[config.mk]
export PLATFORM = sky130hd
export DESIGN_NAME = bus_rr_arbiter
export DESIGN_NICKNAME = d
export VERILOG_FILES = /design/src/rtl/bus_arb_pkg.sv /design/src/rtl/bus_arb_id_fifo.sv /design/src/rtl/bus_rr_arbiter.sv
export SDC_FILE = /design/constraint.sdc
export NUM_CORES = 1
export LEC_CHECK = 0
export BUFFER_PORTS_ARGS = -buffer_cell sky130_fd_sc_hd__buf_4
export CORE_AREA = 2 2 122 124
export DETAILED_ROUTE_END_ITERATION = 6
export DIE_AREA = 0 0 124 126
export PLACE_DENSITY = 0.49
export SLEW_MARGIN = 20
export SYNTH_ARGS = -nofsm -noshare
export SYNTH_HDL_FRONTEND = slang
export SYNTH_SLANG_ARGS = --single-unit
[constraint.sdc]
create_clock -name clk_i -period 1.73 [get_ports clk_i]
set_input_delay 0.346 -clock clk_i [delete_from_list [all_inputs] [get_ports clk_i]]
set_output_delay 0.346 -clock clk_i [all_outputs]
set_load 0.005 [all_outputs]
[src/rtl/bus_arb_pkg.sv]
// Shared defaults, ID-width helper and host ID type
// for the round-robin bus arbiter.
package bus_arb_pkg;

   localparam int unsigned NrHostsDflt        = 2;
   localparam int unsigned DataWidthDflt      = 32;
   localparam int unsigned AddressWidthDflt   = 32;
   localparam int unsigned MaxOutstandingDflt = 2;

   // A single host still needs a 1-bit ID so the FIFO has a payload.
   function automatic int unsigned id_width(input int unsigned nr);
      return (nr > 2) ? $clog2(nr) : 1;
   endfunction

   typedef logic [id_width(NrHostsDflt)-1:0] host_id_t;

endpackage

[src/rtl/bus_arb_id_fifo.sv]
// Synchronous FIFO holding the host ID of every granted,
// not yet answered transaction.
module bus_arb_id_fifo
   import bus_arb_pkg::*;
#(
   parameter int unsigned Depth = MaxOutstandingDflt,
   parameter int unsigned Width = 1
) (
   input  logic             clk_i,
   input  logic             rst_i,
   input  logic             push_i,
   input  logic [Width-1:0] data_i,
   input  logic             pop_i,
   output logic [Width-1:0] data_o,
   output logic             full_o,
   output logic             empty_o
);

   localparam int unsigned PtrW = (Depth > 1) ? $clog2(Depth) : 1;
   localparam int unsigned CntW = $clog2(Depth + 1);

   logic [Width-1:0] mem_q [Depth];
   logic [PtrW-1:0]  wr_ptr_q, wr_ptr_d;
   logic [PtrW-1:0]  rd_ptr_q, rd_ptr_d;
   logic [CntW-1:0]  cnt_q, cnt_d;
   logic             push_ok, pop_ok;

   assign full_o  = (cnt_q == CntW'(Depth));
   assign empty_o = (cnt_q == '0);
   assign push_ok = push_i & ~full_o;
   assign pop_ok  = pop_i & ~empty_o;
   assign data_o  = mem_q[rd_ptr_q];

   // Pointers wrap explicitly so any depth works, not only powers of two.
   always_comb begin
      wr_ptr_d = wr_ptr_q;
      rd_ptr_d = rd_ptr_q;
      cnt_d    = cnt_q;
      if (push_ok) begin
         wr_ptr_d = (wr_ptr_q == PtrW'(Depth - 1)) ? '0 : wr_ptr_q + 1'b1;
      end
      if (pop_ok) begin
         rd_ptr_d = (rd_ptr_q == PtrW'(Depth - 1)) ? '0 : rd_ptr_q + 1'b1;
      end
      unique case ({push_ok, pop_ok})
         2'b10:   cnt_d = cnt_q + 1'b1;
         2'b01:   cnt_d = cnt_q - 1'b1;
         default: cnt_d = cnt_q;
      endcase
   end

   always_ff @(posedge clk_i) begin
      if (rst_i) begin
         wr_ptr_q <= '0;
         rd_ptr_q <= '0;
         cnt_q    <= '0;
      end else begin
         wr_ptr_q <= wr_ptr_d;
         rd_ptr_q <= rd_ptr_d;
         cnt_q    <= cnt_d;
      end
   end

   always_ff @(posedge clk_i) begin
      if (push_ok) begin
         mem_q[wr_ptr_q] <= data_i;
      end
   end

endmodule

[src/rtl/bus_rr_arbiter.sv]
// Round-robin arbiter sharing one req/gnt/rvalid slave among NrHosts hosts.
// Optional per-host grant counters: define BUS_RR_ARBITER_STATS_EN.
module bus_rr_arbiter
   import bus_arb_pkg::*;
#(
   parameter int unsigned NrHosts        = NrHostsDflt,
   parameter int unsigned DataWidth      = DataWidthDflt,
   parameter int unsigned AddressWidth   = AddressWidthDflt,
   parameter int unsigned MaxOutstanding = MaxOutstandingDflt
) (
   input  logic                              clk_i,
   input  logic                              rst_i,
   input  logic [NrHosts-1:0]                host_req_i,
   output logic [NrHosts-1:0]                host_gnt_o,
   input  logic [NrHosts*AddressWidth-1:0]   host_addr_i,
   input  logic [NrHosts-1:0]                host_we_i,
   input  logic [NrHosts*(DataWidth/8)-1:0]  host_be_i,
   input  logic [NrHosts*DataWidth-1:0]      host_wdata_i,
   output logic [NrHosts-1:0]                host_rvalid_o,
   output logic [NrHosts*DataWidth-1:0]      host_rdata_o,
   output logic [NrHosts-1:0]                host_err_o,
   output logic                              dev_req_o,
   input  logic                              dev_gnt_i,
   output logic [AddressWidth-1:0]           dev_addr_o,
   output logic                              dev_we_o,
   output logic [DataWidth/8-1:0]            dev_be_o,
   output logic [DataWidth-1:0]              dev_wdata_o,
   input  logic                              dev_rvalid_i,
   input  logic [DataWidth-1:0]              dev_rdata_i,
   input  logic                              dev_err_i,
`ifdef BUS_RR_ARBITER_STATS_EN
   output logic [NrHosts*32-1:0]             grant_cnt_o,
`endif
   output logic                              protocol_err_o
);

   localparam int unsigned IdW = id_width(NrHosts);
   localparam int unsigned BeW = DataWidth / 8;

   logic [IdW-1:0] rr_ptr_q, rr_ptr_d;
   logic [IdW-1:0] sel;
   logic [IdW-1:0] head_id;
   logic           found;
   int unsigned    idx;
   logic           req_any;
   logic           accept;
   logic           resp_ok;
   logic           fifo_full, fifo_empty;
   logic           protocol_err_q, protocol_err_d;

   assign req_any = |host_req_i;

   // Scan from the pointer upward, wrapping modulo NrHosts.
   always_comb begin
      sel   = rr_ptr_q;
      found = 1'b0;
      idx   = 0;
      for (int unsigned k = 0; k < NrHosts; k++) begin
         idx = (int'(rr_ptr_q) + k) % NrHosts;
         if (!found && host_req_i[IdW'(idx)]) begin
            sel   = IdW'(idx);
            found = 1'b1;
         end
      end
   end

   // Full is taken from the registered count only; a same-cycle pop
   // does not free a slot until the next cycle.
   assign dev_req_o = req_any & ~fifo_full & ~rst_i;
   assign accept    = dev_req_o & dev_gnt_i;
   assign resp_ok   = dev_rvalid_i & ~fifo_empty & ~rst_i;

   always_comb begin
      dev_addr_o  = '0;
      dev_we_o    = 1'b0;
      dev_be_o    = '0;
      dev_wdata_o = '0;
      host_gnt_o  = '0;
      for (int unsigned i = 0; i < NrHosts; i++) begin
         if (req_any && sel == IdW'(i)) begin
            dev_addr_o  = host_addr_i[i*AddressWidth +: AddressWidth];
            dev_we_o    = host_we_i[i];
            dev_be_o    = host_be_i[i*BeW +: BeW];
            dev_wdata_o = host_wdata_i[i*DataWidth +: DataWidth];
            host_gnt_o[i] = accept;
         end
      end
   end

   always_comb begin
      host_rvalid_o = '0;
      host_err_o    = '0;
      for (int unsigned i = 0; i < NrHosts; i++) begin
         if (resp_ok && head_id == IdW'(i)) begin
            host_rvalid_o[i] = 1'b1;
            host_err_o[i]    = dev_err_i;
         end
      end
   end

   assign host_rdata_o = {NrHosts{dev_rdata_i}};

   always_comb begin
      rr_ptr_d = rr_ptr_q;
      if (accept) begin
         rr_ptr_d = (sel == IdW'(NrHosts - 1)) ? '0 : sel + 1'b1;
      end
   end

   assign protocol_err_d = protocol_err_q | (dev_rvalid_i & fifo_empty);

   always_ff @(posedge clk_i) begin
      if (rst_i) begin
         rr_ptr_q       <= '0;
         protocol_err_q <= 1'b0;
      end else begin
         rr_ptr_q       <= rr_ptr_d;
         protocol_err_q <= protocol_err_d;
      end
   end

   assign protocol_err_o = protocol_err_q;

   bus_arb_id_fifo #(
      .Depth (MaxOutstanding),
      .Width (IdW)
   ) u_id_fifo (
      .clk_i   (clk_i),
      .rst_i   (rst_i),
      .push_i  (accept),
      .data_i  (sel),
      .pop_i   (resp_ok),
      .data_o  (head_id),
      .full_o  (fifo_full),
      .empty_o (fifo_empty)
   );

`ifdef BUS_RR_ARBITER_STATS_EN
   logic [31:0] grant_cnt_q [NrHosts];
   logic [31:0] grant_cnt_d [NrHosts];

   always_comb begin
      for (int unsigned i = 0; i < NrHosts; i++) begin
         grant_cnt_d[i] = grant_cnt_q[i];
         if (host_gnt_o[i] && grant_cnt_q[i] != 32'hFFFF_FFFF) begin
            grant_cnt_d[i] = grant_cnt_q[i] + 32'd1;
         end
      end
   end

   always_ff @(posedge clk_i) begin
      for (int unsigned i = 0; i < NrHosts; i++) begin
         if (rst_i) begin
            grant_cnt_q[i] <= '0;
         end else begin
            grant_cnt_q[i] <= grant_cnt_d[i];
         end
      end
   end

   always_comb begin
      grant_cnt_o = '0;
      for (int unsigned i = 0; i < NrHosts; i++) begin
         grant_cnt_o[i*32 +: 32] = grant_cnt_q[i];
      end
   end
`endif

endmodule

==> results.txt <==
- The library cells used most frequently in the layout, excluding fill and tap cells, are buf_4, a22o_1, nor2_1, dfxtp_1.
* RSZ-0062 raised after global routing: yes
- Number of cells on the worst reg-to-reg path: 6
- The total area inside the core boundary comes to 14300 um2.
* Worst hold endpoint: u_id_fifo.cnt_q[0]
- Detail Placement HPWL: 6200 um
- Port buffering added 221 buffers.
- Count of yosys warnings during synthesis: 0
- The cell area that synthesis handed to floorplanning was between 1500 and 2000 um2.
- At the end of the flow, the number of nets in the layout was 531.
* Min-Delay Path Class: primary input to flop
* Post-route insts no fill: 536
- Post-layout worst setup margin: 0.0107 ns
- At the end of routability-driven placement, the weighted congestion stood at 0.702.
* Total routed wirelength: 7550 um
* Hold-fix buffers at CTS: 0
- Layout Area Growth over Synthesis: 93.3%
- Each instance of the synthesized netlist takes up on average 8.46 um2.
- Required time at the endpoint of the critical path: 1.38 ns
* Number of violations of the max-capacitance limit: 0
* Async set-or-reset flop fraction in the synthesized netlist: 0
- For this configuration, the core starts out at a cell density of 0.116.
* DR pass1 iterations: 4
- Synthesized flop and latch total: 9
- Fraction of final layout cells with drive strength greater than 1: 0.693
- In the final routed layout, each cell accounts on average for 14.1 um.
- The netlist uses 31 different library cells.
- Outcome: finished, final reports clean
- The first global-routing pass estimated 10700 um of wire.
* Leak pwr: 1.65 nW
- In this run the remaining antenna-violating nets after routing total 0.
- Along the worst path, the maximum fanout reaches 34.
- Final count of hold timing violations: 0
- The die covers 15600 um2.
- The share of the Yosys chip area taken by registers is 0.121.
* Antenna violations before repair: 0
- Counting tap cells, the placed design contains a total of 531 instances.
- Endpoint of the worst register-to-register path: u_id_fifo.cnt_q[1]
- Row count: 44
- Number of CTS-inserted buffers: 3
- Total global-route track usage: 0.0846
- The detailed router placed about 2100 vias in this run.
- Worst setup EP type: output port
- Clk Tree Root Cell: clkbuf_16
* Clock sink count: 9
* Start point of the worst min-delay path: rst_i
* Maximum number of pins on one net before global-route repair: 37
* Number of buffers between clock root and the deepest sink: 2
- In the routed design, unresolved DRC markers number 0.
- Normalized max-slew margin: 0.833
- Measured on the finished design, the core utilization comes to 0.224.
* Pre-CTS setup slack: 0.0615 ns
* Worst voltage drop across the vdd grid: 0.000227 V
* Type of origin of the critical path: flop
* # fillers: 1564
- Of the available clock period, the critical path in the final layout requires 0.994.
- At the pin with the least slew margin, the transition time is 0.250 ns.
* Overall power consumption: 1.54 mW
- Most common cell after layout, fill and taps aside: buf_4
- In this run, synthesis inferred 2 flip-flops with an integrated enable.
- The most used flip-flop cell after synthesis is dfxtp_1.
- Hold depth: 2
- The later pin in the worst-skew pair is clocked with a latency of 0.23 ns.
* CP Data Arrival Time: about 1.4 ns
- Post-Syn Instances: 196
- In this run the power density over the cells is 479 nW/um2.
* Number of ports placed on the die boundary: 318
- Number of DRC violations after detailed-routing iteration 0: 77
- Via count of the first global-routing pass: ~2200
- Syn_nets: 374
- Worst Setup Path Type: flop to output port
- Final critical-path required period: approximately 1.7 ns
- The total count of max-transition violations in the final report came to 0.
* Via density per instance: between 3 and 4
- Clock tree from TritonCTS: yes
- Die Width: about 120 um
- Number of endpoints failing setup at the final stage: 0
- Leftover overflow at the end of global routing: 0
* Skew final: approximately 0.0017 ns
- In this run the critical register-to-register path is launched from u_id_fifo.cnt_q[0].
- Slack of the worst reg-to-reg path: 0.11 ns
- Clock slew at reported path FFs: about 0.040 ns
- The repair_antennas step left the layout with diodes totalling 0.
* CTS H-tree lvls: 1
* Overall die height: 126 um
- For this run, the top clock speed supported by timing is 582 MHz.
## stage by stage
stage                     hold slack [ns]  instance area [um2]  setup TNS (ns)
after global routing                0.315                 3210          -0.170
after global placement              0.455                 3080               0
after floorplan                     0.446                 1660               0
after detailed placement            0.472                 3080               0
after CTS                           0.321                 3170               0
final                               0.315                 3210               0
## timing repair
action                                  4_1_cts  5_1_grt
endpoints found under the setup margin       23       18
gates resized for setup                       3        4
buffers inserted                              0        0
pin swaps                                     0        2
cloned                                        0        1
## power by group
part	total (mW)	internal [mW]	switching, mW	leakage (nW)
combinational	0.870	0.567	0.303	1.53
sequential	0.256	0.238	0.0181	0.0771
clock	0.411	0.308	0.103	0.0382
## cells by family (layout without fill, tap and decap cells)
kind of cell    count (synthesis)  in the layout  share of synthesized area
compound gates                 79             79                      0.406
mux                             3              3                     0.0189
xor+xnor                        3              3                     0.0158
buf+inv                        82            238                      0.370
fa+ha+maj                       2              2                     0.0136
simple gates                   18             18                     0.0543
flops                           9              9                      0.121
## worst max-delay path: stages (launching register included)
cell	delay, ns
dfxtp_4	0.36
o21a_4	0.24
buf_12	0.17
a22o_1	0.21
buf_4	0.14
## final cells by class
type / instances / area, um2 / share of cell area
Sequential cell: 9 / 205 / 0.0640
Clock buffer: 4 / 78.8 / 0.0246
Tap cell: 184 / 230 / 0.0718
Timing Repair Buffer: 232 / 1810 / 0.564
Inverter: 2 / 7.51 / 0.00234
Multi-Input combinational cell: 105 / 876 / 0.273
## cell usage after synthesis, drive strengths merged (2+ instances only)
library cell	n	area [um2]
edfxtp	2	60.1
a21oi	3	18.8
buf	80	607
a22o	69	604
xor2	2	17.5
o21ai	2	10.0
nor2	7	26.3
inv	2	7.50
and3	4	25.0
mux2i	2	20.0
nor3	2	10.0
dfxtp	7	140
## how the worst max path moves through the flow
stage	from	to	slack, ns
global route	rr_ptr_q	dev_addr_o[21]	-0.03
global placement	host_req_i[0]	dev_addr_o[21]	0.11
finish	rr_ptr_q	dev_addr_o[21]	0.01
CTS	rr_ptr_q	dev_addr_o[21]	0.01
floorplan	rst_i	u_id_fifo.cnt_q[1]	0.06
detailed placement	u_id_fifo.cnt_q[0]	u_id_fifo.cnt_q[1]	0.06
## metal layers
metal	global-route usage	share of wire	vias to the layer above
li1	-	-	988
met1	0.0958	0.37	949
met2	0.158	0.52	143
met3	0.0186	0.10	10
met4	0.0205	0.0074	0
met5	0	0	-
(Power assumes the default switching activity.)
